File: config.mk
export PLATFORM = sky130hd
export DESIGN_NAME = lc3_decode_queue_flat
export DESIGN_NICKNAME = d
export VERILOG_FILES = /design/src/rtl/lc3_decode_queue_if.sv /design/src/rtl/lc3_decode_queue.sv /design/src/flat_wrapper.sv
export SDC_FILE = /design/constraint.sdc
export NUM_CORES = 1
export LEC_CHECK = 0
export BUFFER_PORTS_ARGS = -buffer_cell sky130_fd_sc_hd__buf_2
export CAP_MARGIN = 0
export CORE_ASPECT_RATIO = 1.25
export CORE_MARGIN = 1.5
export CORE_UTILIZATION = 55
export CTS_BUF_LIST = sky130_fd_sc_hd__clkbuf_8
export CTS_CLUSTER_SIZE = 10
export DETAILED_ROUTE_END_ITERATION = 12
export PLACE_DENSITY = 0.74
export SLEW_MARGIN = 20
export SYNTH_ARGS = -nofsm -noshare
export SYNTH_HDL_FRONTEND = slang
export SYNTH_SLANG_ARGS = --single-unit
File: constraint.sdc
create_clock -name clock -period 3.9 [get_ports clock]
set_input_delay 0.39 -clock clock [delete_from_list [all_inputs] [get_ports clock]]
set_output_delay 0.39 -clock clock [all_outputs]
set_load 0.005 [all_outputs]
File: src/rtl/lc3_decode_queue_if.sv
// Decode-queue bus: fetch-side push handshake, execute-side pop handshake and the
// decode_out payload. The master drives the fetch/execute stimulus; the slave is the queue.
interface lc3_decode_queue_if #(
    parameter int unsigned DEPTH = 4,
    parameter int unsigned NPC_W = 16
);
    localparam int unsigned CntW = $clog2(DEPTH + 1);

    logic             enable_decode;
    logic             flush;
    logic             in_valid;
    logic             in_ready;
    logic [15:0]      in_IR;
    logic [NPC_W-1:0] in_npc;
    logic             out_valid;
    logic             out_ready;
    logic [15:0]      IR;
    logic [NPC_W-1:0] npc_out;
    logic [5:0]       E_control;
    logic [1:0]       W_control;
    logic             mem_control;
    logic [CntW-1:0]  count;

    modport master (
        output enable_decode, flush, in_valid, in_IR, in_npc, out_ready,
        input  in_ready, out_valid, IR, npc_out, E_control, W_control, mem_control, count
    );

    modport slave (
        input  enable_decode, flush, in_valid, in_IR, in_npc, out_ready,
        output in_ready, out_valid, IR, npc_out, E_control, W_control, mem_control, count
    );
endinterface

File: src/rtl/lc3_decode_queue.sv
// LC3 decode stage with a DEPTH-entry first-word-fall-through queue. Instructions are
// decoded at push time and stored decoded, so execute back-pressure only stalls fetch
// once the queue is full. Head outputs are registered.
module lc3_decode_queue #(
    parameter int unsigned DEPTH = 4,
    parameter int unsigned NPC_W = 16
) (
    input logic              clock,
    input logic              reset,
    lc3_decode_queue_if.slave bus
);
    localparam int unsigned PtrW = $clog2(DEPTH);
    localparam int unsigned CntW = $clog2(DEPTH + 1);

    typedef struct packed {
        logic [15:0]      ir;
        logic [NPC_W-1:0] npc;
        logic [5:0]       e_ctl;
        logic [1:0]       w_ctl;
        logic             mem_ctl;
    } entry_t;

    // Decode fields of the incoming instruction.
    logic [3:0] op;
    logic [1:0] alu_ctl;
    logic [1:0] pcsel1;
    logic       pcsel2;
    logic       op2sel;
    logic [1:0] w_ctl;
    logic       mem_ctl;
    entry_t     din;

    // Queue state.
    entry_t            mem_q [DEPTH];
    entry_t            mem_d [DEPTH];
    logic [PtrW-1:0]   wr_ptr_q, wr_ptr_d;
    logic [PtrW-1:0]   rd_ptr_q, rd_ptr_d;
    logic [CntW-1:0]   count_q, count_d;
    logic [CntW-1:0]   cnt_after_pop;
    logic              out_valid_q, out_valid_d;
    entry_t            head_q, head_d;

    logic full;
    logic push;
    logic pop;

    assign op = bus.in_IR[15:12];

    // Opcode decode into execute/writeback/memory controls; unknown opcodes decode as NOP.
    always_comb begin
        alu_ctl = 2'b00;
        pcsel1  = 2'b00;
        pcsel2  = 1'b0;
        op2sel  = 1'b0;
        w_ctl   = 2'd0;
        mem_ctl = 1'b0;
        case (op)
            4'b0001: begin // ADD
                alu_ctl = 2'b00;
                op2sel  = ~bus.in_IR[5];
            end
            4'b0101: begin // AND
                alu_ctl = 2'b01;
                op2sel  = ~bus.in_IR[5];
            end
            4'b1001: begin // NOT
                alu_ctl = 2'b10;
                op2sel  = 1'b1;
            end
            4'b0000, 4'b0011: begin // BR, ST
                pcsel1 = 2'b01;
                pcsel2 = 1'b1;
            end
            4'b0010: begin // LD
                pcsel1 = 2'b01;
                pcsel2 = 1'b1;
                w_ctl  = 2'd1;
            end
            4'b1010: begin // LDI
                pcsel1  = 2'b01;
                pcsel2  = 1'b1;
                w_ctl   = 2'd1;
                mem_ctl = 1'b1;
            end
            4'b1011: begin // STI
                pcsel1  = 2'b01;
                pcsel2  = 1'b1;
                mem_ctl = 1'b1;
            end
            4'b1110: begin // LEA
                pcsel1 = 2'b01;
                pcsel2 = 1'b1;
                w_ctl  = 2'd2;
            end
            4'b0110: begin // LDR
                pcsel1 = 2'b10;
                w_ctl  = 2'd1;
            end
            4'b0111: begin // STR
                pcsel1 = 2'b10;
            end
            4'b1100: begin // JMP
                pcsel1 = 2'b11;
            end
            default: ;
        endcase
    end

    // Pack the decoded entry as it will be stored.
    always_comb begin
        din         = '0;
        din.ir      = bus.in_IR;
        din.npc     = bus.in_npc;
        din.e_ctl   = {alu_ctl, pcsel1, pcsel2, op2sel};
        din.w_ctl   = w_ctl;
        din.mem_ctl = mem_ctl;
    end

    // Handshakes: full blocks push even when popping in the same cycle (no bypass).
    assign full         = (count_q == CntW'(DEPTH));
    assign bus.in_ready = ~full & ~bus.flush & bus.enable_decode;
    assign push         = bus.in_valid & bus.in_ready;
    assign pop          = out_valid_q & bus.out_ready & bus.enable_decode & ~bus.flush;

    // Next-state for pointers, occupancy and the registered head.
    always_comb begin
        wr_ptr_d      = wr_ptr_q;
        rd_ptr_d      = rd_ptr_q;
        count_d       = count_q;
        out_valid_d   = out_valid_q;
        head_d        = head_q;
        cnt_after_pop = count_q - CntW'(pop);
        if (bus.enable_decode) begin
            if (bus.flush) begin
                wr_ptr_d    = '0;
                rd_ptr_d    = '0;
                count_d     = '0;
                out_valid_d = 1'b0;
                head_d      = '0;
            end else begin
                if (push) begin
                    wr_ptr_d = wr_ptr_q + PtrW'(1);
                end
                if (pop) begin
                    rd_ptr_d = rd_ptr_q + PtrW'(1);
                end
                count_d     = cnt_after_pop + CntW'(push);
                out_valid_d = (count_d != '0);
                // An entry pushed into an otherwise-empty queue is not in storage yet,
                // so load the head straight from the decoder.
                if (push && cnt_after_pop == '0) begin
                    head_d = din;
                end else if (count_d != '0) begin
                    head_d = mem_q[rd_ptr_d];
                end
                // Empty after this cycle: the head keeps the last popped value.
            end
        end
    end

    // Storage write for accepted pushes.
    always_comb begin
        mem_d = mem_q;
        if (push) begin
            mem_d[wr_ptr_q] = din;
        end
    end

    // Queue storage; contents are only read once written, so no reset is needed.
    always_ff @(posedge clock) begin
        mem_q <= mem_d;
    end

    // Control and head registers with synchronous reset.
    always_ff @(posedge clock) begin
        if (reset) begin
            wr_ptr_q    <= '0;
            rd_ptr_q    <= '0;
            count_q     <= '0;
            out_valid_q <= 1'b0;
            head_q      <= '0;
        end else begin
            wr_ptr_q    <= wr_ptr_d;
            rd_ptr_q    <= rd_ptr_d;
            count_q     <= count_d;
            out_valid_q <= out_valid_d;
            head_q      <= head_d;
        end
    end

    assign bus.out_valid   = out_valid_q;
    assign bus.IR          = head_q.ir;
    assign bus.npc_out     = head_q.npc;
    assign bus.E_control   = head_q.e_ctl;
    assign bus.W_control   = head_q.w_ctl;
    assign bus.mem_control = head_q.mem_ctl;
    assign bus.count       = count_q;
endmodule

File: src/flat_wrapper.sv
// flat-port wrapper written by rule: the top's interface ports become plain ports
module lc3_decode_queue_flat 
#(
    parameter int unsigned DEPTH = 4,
    parameter int unsigned NPC_W = 16
)
  (clock, reset, bus_enable_decode, bus_flush, bus_in_valid, bus_in_IR, bus_in_npc, bus_out_ready, bus_in_ready, bus_out_valid, bus_IR, bus_npc_out, bus_E_control, bus_W_control, bus_mem_control, bus_count);
  lc3_decode_queue_if #(.DEPTH(DEPTH), .NPC_W(NPC_W)) bus_i ();
  input logic clock;
  input logic reset;
  input wire logic [$bits(bus_i.enable_decode)-1:0] bus_enable_decode;
  input wire logic [$bits(bus_i.flush)-1:0] bus_flush;
  input wire logic [$bits(bus_i.in_valid)-1:0] bus_in_valid;
  input wire logic [$bits(bus_i.in_IR)-1:0] bus_in_IR;
  input wire logic [$bits(bus_i.in_npc)-1:0] bus_in_npc;
  input wire logic [$bits(bus_i.out_ready)-1:0] bus_out_ready;
  output wire logic [$bits(bus_i.in_ready)-1:0] bus_in_ready;
  output wire logic [$bits(bus_i.out_valid)-1:0] bus_out_valid;
  output wire logic [$bits(bus_i.IR)-1:0] bus_IR;
  output wire logic [$bits(bus_i.npc_out)-1:0] bus_npc_out;
  output wire logic [$bits(bus_i.E_control)-1:0] bus_E_control;
  output wire logic [$bits(bus_i.W_control)-1:0] bus_W_control;
  output wire logic [$bits(bus_i.mem_control)-1:0] bus_mem_control;
  output wire logic [$bits(bus_i.count)-1:0] bus_count;
  assign bus_i.enable_decode = bus_enable_decode;
  assign bus_i.flush = bus_flush;
  assign bus_i.in_valid = bus_in_valid;
  assign bus_i.in_IR = bus_in_IR;
  assign bus_i.in_npc = bus_in_npc;
  assign bus_i.out_ready = bus_out_ready;
  assign bus_in_ready = bus_i.in_ready;
  assign bus_out_valid = bus_i.out_valid;
  assign bus_IR = bus_i.IR;
  assign bus_npc_out = bus_i.npc_out;
  assign bus_E_control = bus_i.E_control;
  assign bus_W_control = bus_i.W_control;
  assign bus_mem_control = bus_i.mem_control;
  assign bus_count = bus_i.count;
  lc3_decode_queue #(.DEPTH(DEPTH), .NPC_W(NPC_W)) u_core (.clock(clock), .reset(reset), .bus(bus_i));
endmodule
==> results by group, run 1 <==
Status
  – Status: finished clean

Critical path
  – Worst Path Arrival: 3.53 ns
  – Most used cell along the critical path: ha_1
  – CP Launch Type: flip-flop
  – CP Data Required Time: 4.26 ns
  – Slowest cell on crit path: or3b_1
  – Setup Crit Path Kind: flip-flop to flip-flop
  – Worst-path maximum fanout: 41
  – CP Cell Sequence: or3b_1, and2_2, ha_1, ha_1, xnor2_1, mux2i_1, o22ai_4, buf_4, a22oi_1, o21ai_0
  – Critical Path Sink Type: flip-flop
  – Worst path max stage delay: around 0.48 ns
  – CP bufs+invs: 1
  – CP delay by family, top: simple AND/OR/NAND/NOR gates

Routing
  – DRT iter0 DRCs: 759
  – Via count: 7,691
  – DR pass1 iterations: 5
  – Drt total wl: 23.4 mm
  – Routed Antenna Nets: 0
  – Post-DR wirelength/cell: approximately 18 um
  – Drt drc: 0
  – Vias per inst: 5.94

Power
  – Clk pwr share: 42.0%
  – Power, Total: 4.58 mW
  – Pwr dens: roughly 420 nW/um2
  – Sequential Power Share: 54.3%
  – Internal: 3.60 mW
  – Leakage power: 4.19 nW
  – Maximum VDD drop: between 0.3 and 0.4 mV
  – Sw Share: a little over a fifth
  – Combinational power share: 3.7%
  – Net Sw Power: 0.984 mW

Cells and area
  – Post-Route Utilization: 62.5%
  – Share of cells above drive strength 1: 15.3%
  – Commonest non-fill, non-tap cells in the layout: nand2_1, edfxtp_1, nand3_1, buf_2, dfxtp_1
  – Ant. Diodes: 0
  – Non-filler cells, final: between 1,000 and 1,500
  – Area added between synthesis and finish: 11.8%
  – Design Area, Final: 10,900 um2
  – Final #Nets: 1,091
  – Most common cell after layout, fill and taps aside: nand2_1

Placement
  – Post-Place Setup Slack: 0.738 ns
  – PortBufs: between 80 and 90
  – Placed cells: 1,232
  – Gp weighted congestion: 0.840
  – Dpl cell area: 10,200 um2
  – DPL Wire Length: around 13 mm

Clock tree
  – Clk_lat worst skew: 0.52 ns
  – Clock root buffer: clkbuf_8
  – H-tree Lvls: 2
  – CTS Hold Bufs: 0
  – Cts bufs inserted: 35
  – Post-cts resize count: 0
  – Clock Pin Slew Worst Setup and Hold Paths: about 0.060 ns
  – TritonCTS clock tree: done
  – Setup Buffers After CTS: 0
  – CTS sink cnt: between 200 and 250
  – Clock buffer depth: 3

Timing
  – Final clock skew: 0.0190 ns
  – Worst-Margin Slew: 0.901 ns
  – WHS: 0.113 ns
  – FMAX: 315 MHz
  – Final-report hold violation count: 0
  – Period minus WS final: ~3.2 ns
  – Final setup TNS: 0 ns
  – Final worst setup slack: 0.730 ns
  – Max-slew headroom: 39.9%
  – Final Cycle Share: 81.3%
  – RSZ-0062 raised after global routing: no
  – Count of final setup violators: 0
  – Final Max Slew Viols: 0

Synth
  – Number of flops mapped to enable cells by yosys: approximately 160
  – Synth Area per Inst: roughly 10 um2
  – Syn nets: about 1,000
  – Sequential share of the synthesized area: 60.6%
  – Synthesized flop and latch total: about 210
  – FFs w/ async S/R, synth: 0%
  – Main synth FF type: edfxtp_1
  – Ys Warns: 0
  – Post-synth cell types: 45
  – Post-Syn Instances: 978
  – Mapped cell area: 9750 um2

GRT
  – Vias in the first global route: 7,329
  – Largest net degree at the start of global routing: between 100 and 150
  – Routing usage on met2: 41.9%
  – Global route hottest layer: met2
  – Overall Global Routing Usage: 25.3%
  – Met1 Usage GRT: 32.9%
  – Initial antenna violation count: 0
  – First-pass GRT wire length: 36.9 mm
  – Total grt overflow: 0
  – GRT met3 Usage: 3.87%

Die
  – Die ar.: 18,500 um2
  – Initial Utilization: 55.9%
  – I/O pins: 84
  – Core outline area: 17,400 um2
  – Die height: about 150 um
  – Die X: approximately 120 um
  – # rows: 54

Flow run
  – Max Cap Viol: 0

Hold path
  – Worst Hold Class: primary input to flip-flop
[cell usage after synthesis, drive strengths merged, types with 9 or more instances]
library cell,instances,area share [%]
nand3,152,7.8
nand4,33,2.1
nand2,304,12
nor2,20,0.77
dfxtp,49,10
edfxtp,164,51
inv,9,0.35
nor3,16,0.87
clkbuf,24,1.2
o21ai,48,2.5
buf,47,2.8
a22oi,39,3.0
[worst paths after layout]
kind                                             start                                   end  slack, ns  depth (start not counted)
setup / recovery      u_core.bus.count[2]$_SDFFE_PP0P_   u_core.bus.npc_out[12]$_SDFFE_PP0P_       0.73                         10
hold / removal                          bus_in_npc[15]            u_core.mem_q[24]$_DFFE_PP_       0.11                          1
setup reg to reg      u_core.bus.count[2]$_SDFFE_PP0P_   u_core.bus.npc_out[12]$_SDFFE_PP0P_       0.73                         10
hold reg to reg   u_core.bus.W_control[0]$_SDFFE_PP0P_  u_core.bus.W_control[0]$_SDFFE_PP0P_       0.48                          2
[flip-flops by register name, indices dropped and copies added, names as in the netlist]
register                count
u_core.bus.E_control        6
u_core.bus.IR              16
u_core.bus.W_control        2
u_core.bus.count            3
u_core.bus.mem_control      1
u_core.bus.npc_out         16
u_core.bus.out_valid        1
u_core.mem_q              164
u_core.rd_ptr_q             2
u_core.wr_ptr_q             2
[logic make-up (layout without fill, tap and decap cells)]
group / Yosys count / after routing / synth area share, %
xor gates and xnor gates: 3 / 3 / 0.270
DFF: 213 / 213 / 60.6
buffers and inverters: 81 / 174 / 4.48
AOI/OAI and AO/OA: 108 / 108 / 7.23
adders and majority gates: 8 / 8 / 1.03
and+or+nand+nor: 557 / 557 / 25.6
muxes: 8 / 8 / 0.822
[layout make-up]
type	count	area, um2
fillers	1430	6540
flip-flops and latches	213	5910
multi-input cells	684	3420
repair buffers	101	554
clock buffers	40	551
well taps	224	280
clock inverters	23	144
inverters	10	40.0
[power by group through the flow]
stage	sequential (mW)	clock, mW	combinational [mW]
after floorplan	2.53	0	0.0942
after global placement	2.53	0	0.164
after detailed placement	2.53	0	0.169
after CTS	2.49	1.95	0.169
after global routing	2.49	2.05	0.186
final	2.49	1.93	0.170
[layer usage]
layer / up-vias / wire length (um)
met5: - / 0
met1: 3719 / 9490
li1: 3629 / -
met2: 284 / 11500
met3: 59 / 1530
met4: 0 / 824
Power figures use the tool's default switching activity.
==> run 2, diff against run 1 <==
==> constraint.sdc (replaced) <==
create_clock -name clock -period 3.3 [get_ports clock]
set_input_delay 0.33 -clock clock [delete_from_list [all_inputs] [get_ports clock]]
set_output_delay 0.33 -clock clock [all_outputs]
set_load 0.005 [all_outputs]
==> run 2 against run 1 <==
Against the previous run: first-iteration DRC count fell by 3.8%; fmax grew 13%; die area did not move; worst setup slack worse by 0.24 ns; highest routed layer unchanged.
==> results by group, run 2 (same netlist as run 1, synthesis figures left out) <==
Routing
  – Routed Antenna Nets: 0 (unchanged)
  – Via count: 7,673 (-0.23%)
  – DR pass1 iterations: 6 (+1)
  – Post-DR wirelength/cell: 17.9 um (-0.97%)
  – Vias per inst: 5.92 (-0.31%)
  – Drt total wl: 23.2 mm (-0.90%)
  – Drt drc: 0 (unchanged)
  – DRT iter0 DRCs: 730 (-3.8%)

Cells and area
  – Final #Nets: 1,094 (+0.27%)
  – Commonest non-fill, non-tap cells in the layout: nand2_1, edfxtp_1, nand3_1, buf_2, dfxtp_1
  – Post-Route Utilization: 62.8% (+0.30 points)
  – Largest Register: u_core.mem_q
  – Area added between synthesis and finish: 12.3%
  – Ant. Diodes: 0 (unchanged)
  – Max reg flops: 164 (unchanged)
  – Share of cells above drive strength 1: 15.5% (+0.17 points)
  – Most common cell after layout, fill and taps aside: nand2_1

Timing
  – Final clock skew: 0.0143 ns (-0.00475 ns)
  – Final Max Slew Viols: 0 (unchanged)
  – Max-slew headroom: 31.6% (-8.4 points)
  – FMAX: 356 MHz (+13%)
  – Period minus WS final: 2.81 ns (-0.358 ns)
  – RSZ-0062 raised after global routing: no
  – Final Cycle Share: 85.2% (+3.9 points)
  – Worst-Margin Slew: 1.03 ns (+0.126 ns)
  – WHS: 0.0479 ns (-0.0652 ns)
  – Final-report hold violation count: 0 (unchanged)
  – Count of final setup violators: 0 (unchanged)
  – Final worst setup slack: 0.488 ns (-0.242 ns)
  – Final setup TNS: 0 ns (unchanged)

Power
  – Power, Total: 5.46 mW (+19%)
  – Leakage power: 4.23 nW (+0.93%)
  – Pwr dens: 499 nW/um2 (+19%)
  – Maximum VDD drop: 0.424 mV (+30%)

Clock tree
  – CTS sink cnt: 213 (unchanged)
  – TritonCTS clock tree: done
  – CTS Hold Bufs: 0 (unchanged)
  – H-tree Lvls: 2 (unchanged)
  – Cts bufs inserted: 35 (unchanged)
  – Clk_lat worst skew: 0.52 ns (about the same)
  – Clock root buffer: clkbuf_8
  – Setup Buffers After CTS: 0 (unchanged)
  – Post-cts resize count: 0 (unchanged)
  – Clock Pin Slew Worst Setup and Hold Paths: 0.06 ns (about the same)
  – Clock buffer depth: 3 (unchanged)

Critical path
  – CP Cell Sequence: or3b_1, and2_2, ha_1, ha_1, xnor2_1, mux2i_1, nand3_1, buf_12, nand4b_1, nand3_1
  – Worst-path maximum fanout: 41 (unchanged)
  – Worst Path Arrival: 3.27 ns (-0.26 ns)
  – CP Data Required Time: 3.76 ns (-0.50 ns)
  – Setup Crit Path Kind: flip-flop to flip-flop
  – Worst path max stage delay: 0.44 ns (-0.04 ns)
  – CP delay by family, top: simple AND/OR/NAND/NOR gates
  – Crit path launch: u_core.bus.count[2]$_SDFFE_PP0P_
  – CP bufs+invs: 1 (unchanged)
  – Critical Path Sink Type: flip-flop
  – Slowest cell on crit path: mux2i_1
  – Reg2reg start: u_core.bus.count[2]$_SDFFE_PP0P_
  – CP Launch Type: flip-flop

Placement
  – Post-Place Setup Slack: 0.367 ns (-0.371 ns)
  – DPL Wire Length: 12.6 mm (-3.0%)
  – Gp weighted congestion: 0.854 (+1.6%)
  – PortBufs: 83 (unchanged)

Status
  – Status: finished clean

Die
  – Die X: 122 um (unchanged)
  – Core outline area: 17,400 um2 (unchanged)
  – Die ar.: 18,500 um2 (unchanged)
  – # rows: 54 (unchanged)
  – I/O pins: 84 (unchanged)
  – Die height: 152 um (unchanged)
  – Initial Utilization: 55.9% (unchanged)

GRT
  – Total grt overflow: 0 (unchanged)
  – Overall Global Routing Usage: 25.2% (-0.11 points)
  – Initial antenna violation count: 0 (unchanged)
  – First-pass GRT wire length: 36.8 mm (about the same)
  – Vias in the first global route: 7,314 (-0.20%)
  – Largest net degree at the start of global routing: 102 (-16%)

Hold path
  – Worst Hold Class: primary input to flip-flop
  – Min-delay src: bus_in_npc[8]

Flow run
  – Max Cap Viol: 0 (unchanged)
run 2: metal layers:
layer | vias to the layer above | share of wire [%] | track usage, %
met5 | - | 0 | 0
met4 | 0 | 2.0 | 8.64
met3 | 32 | 6.8 | 4.24
met2 | 302 | 51 | 43.0
met1 | 3715 | 40 | 32.5
li1 | 3624 | - | -
run 2: worst paths after layout:
check                                    endpoint  slack [ns]  cells after the start
min reg2reg         u_core.bus.IR[7]$_SDFFE_PP0P_        0.48                      2
min                    u_core.mem_q[58]$_DFFE_PP_        0.05                      1
max reg2reg  u_core.bus.W_control[0]$_SDFFE_PP0P_        0.49                     10
max          u_core.bus.W_control[0]$_SDFFE_PP0P_        0.49                     10
run 2: worst register-to-register path, cell delays in order, from the launching register on:
cell,delay [ns]
dfxtp_1,0.36
or3b_1,0.37
and2_2,0.21
ha_1,0.19
ha_1,0.21
xnor2_1,0.27
mux2i_1,0.44
nand3_1,0.19
buf_12,0.22
nand4b_1,0.20
nand3_1,0.11
run 2: report_power, final:
group / leakage [nW] / internal [mW] / total [mW] / switching (mW)
logic: 1.94 / 0.0735 / 0.206 / 0.132
registers: 1.88 / 2.92 / 2.94 / 0.0180
clock network: 0.412 / 1.30 / 2.32 / 1.01
run 2: area by class of cell:
cell class / instances / area, um2
Tap cell: 224 / 280
Timing Repair Buffer: 104 / 598
Multi-Input combinational cell: 684 / 3420
Clock buffer: 42 / 578
Sequential cell: 213 / 5910
Inverter: 10 / 40.0
Fill cell: 1397 / 6490
Clock inverter: 19 / 125
run 2: through the flow:
stage / instances / cell area, um2
after CTS: 1296 / 10900
after floorplan: 978 / 9750
after global routing: 1296 / 10900
final: 1296 / 10900
after global placement: 1235 / 10200
after detailed placement: 1235 / 10200
